### src/rtl/serial_link_pkg.sv
// Constants and types shared by the serial link transmitter and receiver.
package serial_link_pkg;

  localparam int SL_BYTE_W = 8;
  localparam logic [SL_BYTE_W-1:0] SL_SYNC_PATTERN = 8'h55;

  typedef enum logic {HUNT, RECV} rx_state_t;

  // The hunt counter must be able to hold byte_w itself, not just byte_w-1.
  function automatic int hunt_cnt_w(input int byte_w);
    return $clog2(byte_w + 1);
  endfunction

endpackage

### src/rtl/rx_bit_shifter.sv
// LSB-first shift register with bit counter; byte_done strobes combinationally on the last bit's edge.
// No backpressure: shifts whenever shift_en is high.
module rx_bit_shifter #(
  parameter int BYTE_W = 8
) (
  input  logic              CLK,
  input  logic              nRST,
  input  logic              shift_en,
  input  logic              bit_in,
  input  logic              count_en,
  input  logic              count_clr,
  output logic [BYTE_W-1:0] sr_next,
  output logic              byte_done
);

  localparam int BIT_CW = (BYTE_W > 1) ? $clog2(BYTE_W) : 1;
  localparam logic [BIT_CW-1:0] LAST_BIT = BIT_CW'(BYTE_W - 1);

  logic [BYTE_W-1:0] sr;
  logic [BIT_CW-1:0] bit_cnt;

  assign sr_next   = {bit_in, sr[BYTE_W-1:1]};
  assign byte_done = shift_en && count_en && (bit_cnt == LAST_BIT);

  always_ff @(posedge CLK or negedge nRST) begin
    if (!nRST) begin
      sr      <= '0;
      bit_cnt <= '0;
    end else begin
      if (shift_en) begin
        sr <= sr_next;
      end
      if (count_clr) begin
        bit_cnt <= '0;
      end else if (shift_en && count_en) begin
        bit_cnt <= byte_done ? '0 : bit_cnt + 1'b1;
      end
    end
  end

endmodule

### src/rtl/serial_byte_receiver.sv
// Hunts for a sync byte, then delivers FRAME_LEN bytes on a valid/ready register; a byte arriving
// while the register is still held is dropped and flagged in sticky OVERRUN.
module serial_byte_receiver
  import serial_link_pkg::*;
#(
  parameter int                BYTE_W       = SL_BYTE_W,
  parameter logic [BYTE_W-1:0] SYNC_PATTERN = BYTE_W'(SL_SYNC_PATTERN),
  parameter int                FRAME_LEN    = 4
) (
  input  logic              CLK,
  input  logic              nRST,
  input  logic              BIT_IN,
  input  logic              BIT_VALID,
  output logic [BYTE_W-1:0] BYTE_OUT,
  output logic              BYTE_VALID,
  input  logic              BYTE_READY,
  output logic              SYNCED,
  output logic              FRAME_DONE,
  output logic              OVERRUN,
  input  logic              OVR_CLR
);

  localparam int HUNT_CW = hunt_cnt_w(BYTE_W);
  localparam int BYTE_CW = $clog2(FRAME_LEN + 1);
  localparam logic [HUNT_CW-1:0] HUNT_FULL  = HUNT_CW'(BYTE_W);
  localparam logic [BYTE_CW-1:0] FRAME_LAST = BYTE_CW'(FRAME_LEN);

  rx_state_t state, state_nxt;

  logic [HUNT_CW-1:0] hunt_cnt, hunt_cnt_inc;
  logic [BYTE_CW-1:0] byte_cnt, byte_cnt_inc;
  logic [BYTE_W-1:0]  sr_next;
  logic               byte_done;
  logic               sync_match;
  logic               frame_end;
  logic               out_free;
  logic               drop;

  rx_bit_shifter #(
    .BYTE_W(BYTE_W)
  ) u_shifter (
    .CLK      (CLK),
    .nRST     (nRST),
    .shift_en (BIT_VALID),
    .bit_in   (BIT_IN),
    .count_en (state == RECV),
    .count_clr(sync_match),
    .sr_next  (sr_next),
    .byte_done(byte_done)
  );

  // Saturation means the shifter holds only bits received since hunting began.
  assign hunt_cnt_inc = (hunt_cnt == HUNT_FULL) ? hunt_cnt : hunt_cnt + 1'b1;
  assign byte_cnt_inc = byte_cnt + 1'b1;

  always_ff @(posedge CLK or negedge nRST) begin
    if (!nRST) begin
      state <= HUNT;
    end else begin
      state <= state_nxt;
    end
  end

  always_comb begin
    state_nxt  = state;
    sync_match = 1'b0;
    frame_end  = 1'b0;
    unique case (state)
      HUNT: begin
        if (BIT_VALID && (hunt_cnt_inc == HUNT_FULL) && (sr_next == SYNC_PATTERN)) begin
          sync_match = 1'b1;
          state_nxt  = RECV;
        end
      end
      RECV: begin
        if (byte_done && (byte_cnt_inc == FRAME_LAST)) begin
          frame_end = 1'b1;
          state_nxt = HUNT;
        end
      end
    endcase
  end

  always_ff @(posedge CLK or negedge nRST) begin
    if (!nRST) begin
      hunt_cnt <= '0;
      byte_cnt <= '0;
    end else begin
      if (frame_end) begin
        hunt_cnt <= '0;
      end else if ((state == HUNT) && BIT_VALID) begin
        hunt_cnt <= hunt_cnt_inc;
      end
      if (sync_match) begin
        byte_cnt <= '0;
      end else if (byte_done) begin
        byte_cnt <= byte_cnt_inc;
      end
    end
  end

  assign out_free = !BYTE_VALID || BYTE_READY;
  assign drop     = byte_done && !out_free;

  always_ff @(posedge CLK or negedge nRST) begin
    if (!nRST) begin
      BYTE_OUT   <= '0;
      BYTE_VALID <= 1'b0;
      FRAME_DONE <= 1'b0;
      OVERRUN    <= 1'b0;
    end else begin
      if (byte_done && out_free) begin
        BYTE_OUT   <= sr_next;
        BYTE_VALID <= 1'b1;
      end else if (BYTE_READY) begin
        BYTE_VALID <= 1'b0;
      end
      FRAME_DONE <= frame_end;
      if (drop) begin
        OVERRUN <= 1'b1;
      end else if (OVR_CLR) begin
        OVERRUN <= 1'b0;
      end
    end
  end

  assign SYNCED = (state == RECV);

endmodule

### config.mk
export PLATFORM = sky130hd
export DESIGN_NAME = serial_byte_receiver
export DESIGN_NICKNAME = d
export VERILOG_FILES = /design/src/rtl/serial_link_pkg.sv /design/src/rtl/rx_bit_shifter.sv /design/src/rtl/serial_byte_receiver.sv
export SDC_FILE = /design/constraint.sdc
export NUM_CORES = 1
export LEC_CHECK = 0
export CAP_MARGIN = 40
export CORE_AREA = 2 2 55 57
export DETAILED_ROUTE_END_ITERATION = 8
export DIE_AREA = 0 0 57 59
export PLACE_DENSITY = 0.81
export RECOVER_POWER = 25
export SETUP_SLACK_MARGIN = 0.1
export SYNTH_ARGS = -nofsm -noshare
export SYNTH_HDL_FRONTEND = slang
export SYNTH_HIERARCHICAL = 1
export SYNTH_SLANG_ARGS = --single-unit
### constraint.sdc
create_clock -name CLK -period 2.4 [get_ports CLK]
set_clock_uncertainty 0.15 [all_clocks]
set_input_delay 0.36 -clock CLK [delete_from_list [all_inputs] [get_ports CLK]]
set_output_delay 0.36 -clock CLK [all_outputs]
set_load 0.02 [all_outputs]
==> results of run 1 <==
[layout make-up]
class,count,area (µm²),share of cell area
multi-input cells,74,654,0.381
well taps,31,38.8,0.0226
flip-flops and latches,29,726,0.422
repair buffers,20,189,0.110
clock inverters,2,37.5,0.0218
clock buffers,6,51.3,0.0298
inverters,6,22.5,0.0131
[power by group]
| part | internal [mW] | switching (mW) | leakage, nW |
|---|---|---|---|
| registers | 0.556 | 0.0755 | 0.384 |
| clock network | 0.247 | 0.177 | 0.0445 |
| logic | 0.168 | 0.165 | 0.390 |
[placed cells by master, fill, tap and decap left out, types with 2 or more instances in the layout]
master,instances
dfrtp_1,29
clkdlybuf4s50_1,17
mux2_2,15
nand2_1,7
inv_1,6
ha_1,6
clkbuf_4,5
nor2_1,4
a21oi_1,3
xnor2_1,3
nand2b_1,3
o22ai_1,3
a21bo_2,3
xor2_1,2
and3_1,2
nor3_1,2
nand3_1,2
buf_4,2
[worst paths after layout]
check / end / cells past startpoint
min reg2reg: BYTE_OUT[1] / 1
min: BYTE_OUT[1] / 1
min in group asynchronous: u_shifter/sr[6] / 2
max reg2reg: byte_cnt[2] / 5
max in group asynchronous: u_shifter/bit_cnt[0] / 2
max: SYNCED / 1
[state kept, by name, summed over array words and instances, names as in the netlist]
signal and count:
byte_cnt 3, FRAME_DONE 1, BYTE_OUT 8, BYTE_VALID 1
SYNCED 1, u_shifter/sr 7, hunt_cnt 4, u_shifter/bit_cnt 3
OVERRUN 1
[per-stage QoR]
| step | setup WS [ns] | power (mW) | std cells |
|---|---|---|---|
| 6_report | 0.306 | 1.39 | 168 |
| 3_3_place_gp | 0.279 | 0.954 | 160 |
| 2_1_floorplan | 0.495 | 0.886 | 113 |
| 3_5_place_dp | 0.129 | 0.977 | 160 |
| 5_1_grt | 0.157 | 1.47 | 168 |
| 4_1_cts | 0.300 | 1.41 | 168 |
[per-layer routing]
metal  share of wire  GRT usage
met5               0          0
met4           0.024     0.0997
met3           0.039     0.0655
met2            0.51      0.296
met1            0.43      0.198
[cells in the mapped netlist, drive strengths merged]
cell / count / area (µm²)
a21bo: 3 / 30.0
a21o: 2 / 22.5
a21oi: 4 / 23.8
and2: 1 / 6.26
and2b: 1 / 10.0
and3: 2 / 12.5
and3b: 1 / 8.76
buf: 2 / 18.8
clkbuf: 2 / 7.51
dfrtp: 29 / 726
ha: 6 / 75.1
inv: 6 / 22.5
mux2: 15 / 169
mux2i: 2 / 32.5
nand2: 7 / 26.3
nand2b: 3 / 18.8
nand3: 3 / 20.0
nand3b: 1 / 7.51
nand4b: 2 / 23.8
nand4bb: 1 / 11.3
nor2: 4 / 15.0
nor2b: 1 / 8.76
nor3: 2 / 10.0
nor3b: 2 / 20.0
nor4: 1 / 21.3
o21ai: 1 / 5.00
o22ai: 3 / 18.8
or4b: 1 / 13.8
xnor2: 3 / 26.3
xor2: 2 / 17.5
[kinds of logic after synthesis]
family | Yosys count | synth area share
XOR/XNOR | 5 | 0.0307
AND/OR/NAND/NOR | 33 | 0.164
buffers and inverters | 10 | 0.0342
flip-flops | 29 | 0.508
AO/OA/AOI/OAI | 13 | 0.0700
multiplexers | 17 | 0.141
adder cells (fa/ha/maj) | 6 | 0.0525
==> results.py, run 1 <==
metrics = {
    "floorplan": {
        "rows": 19,
        "core_area_um2": 2710,
        "start_util": 0.527,
        "die_h_um": 59,
        "die_x_um": 57,
        "ios": 18,
        "die-area_um2": 3360,
    },
    "layout": {
        "num-nets-final": 148,
        "finalInstanceArea_um2": 1720,
        "post-route-util": 0.634,
        "drive_above_1_share": 0.277,
        "antennaDiodeCount": 0,
        "area_growth_pct": 20.3,
        "fillerInstances": 217,
    },
    "synthesis": {
        "synth.avg_cell_area_um2": 12.6,
        "syn_nets": 125,
        "synth_area_um2": 1430,
        "ys_ff_latch": 29,
        "yosys_warnings": 6,
        "ys_seq_area_frac": 0.508,
        "yosys.cell_types.count": 37,
        "syn-instance-count": 113,
    },
    "timing": {
        "period_share": 0.873,
        "fmax_mhz": 478,
        "whs_ns": 0.361,
        "relSlewSlack": -0.0271,
        "layout_min_cycle_time_ns": 2.09,
        "finalHoldViolCount": 0,
        "setup_tns_ns": 0,
        "rsz0062_at_grt": "false",
        "setup_viol_count_final": 0,
        "worst_slew_pin_slew_ns": 1.54,
        "slew_viol_final": 30,
    },
    "setup_path": {
        "r2r_setup_slack_ns": 0.39,
        "cp_max_fo": 13,
        "crit_type": "flip-flop to output port",
        "timing.rr.start": "hunt_cnt[0]",
        "path_buf_inv": 1,
        "cp_top_family": "buffers and inverters",
        "crit_arrival_ns": 1.58,
        "startpoint": "SYNCED",
        "cpMaxStageDelayCell": "clkdlybuf4s50_1",
        "slowest_delay_ns": 0.68,
        "crit_chain": "clkdlybuf4s50_1",
        "critical_path_required_ns": 1.89,
        "crit_path_start_kind": "flip-flop",
        "endpoint_kind": "output port",
    },
    "clock_network": {
        "clockBufferDepth": 2,
        "cts_max_level": 2,
        "cts_buffers": 5,
        "cts_resized": 0,
        "post-cts-setup-buffers": 0,
        "clkLatencyLatePin_ns": 0.33,
        "clockRootBuffer": "clkbuf_4",
        "cts_tree": "yes",
        "cts.sinks": 29,
        "cts_hold_buf": 0,
        "clkTransAtPathRegs_ns": 0.09,
    },
    "global_routing": {
        "grt_max_degree": 30,
        "gr-usage-all-layers": 0.178,
        "grt_pass1_vias": 966,
        "grt-ovfl-total": 0,
        "antenna_found_initial": 0,
        "grt_pass1_wl_um": 4310,
    },
    "drt": {
        "drcViolationCount": 0,
        "antenna_left": 0,
        "dr.pass1.iters": 4,
        "viasPerCell": 5.33,
        "vias": 895,
        "detail_route.wl_per_cell_um": 14.9,
        "drtIter0Drc": 16,
        "wl_um": 2510,
    },
    "placement": {
        "dp_hpwl_um": 1860,
        "gp_congestion": 0.836,
        "dpl_cell_area_um2": 1630,
        "portBuffers": 17,
    },
    "outcome": {
        "violations": "capacitance limit, slew limit",
        "status": "complete, but fails checks",
    },
    "pwr": {
        "powerDensity_nw_per_um2": 808,
        "ir_drop_uv": 611,
        "leakage_nw": 0.818,
    },
    "hold_path": {
        "hp-class": "flip-flop to flip-flop",
        "worst_hold_startpoint": "BYTE_OUT[1]",
    },
    "run": {
        "maxCapViolCount": 1,
    },
}
Note: power is estimated with default switching activity, not from simulation.
==> inputs of run 2 (changes only) <==
SKIP_CTS_REPAIR_TIMING = 1   (was default)
==> results of run 2 <==
Final layout, timing and power as in run 1 (identical DEF).
==> inputs of run 3 (changes only) <==
CAP_MARGIN = 10   (was 40)
CTS_CLUSTER_DIAMETER = 30   (was default)
==> results of run 3 <==
Final layout, timing and power as in run 1 (identical DEF).
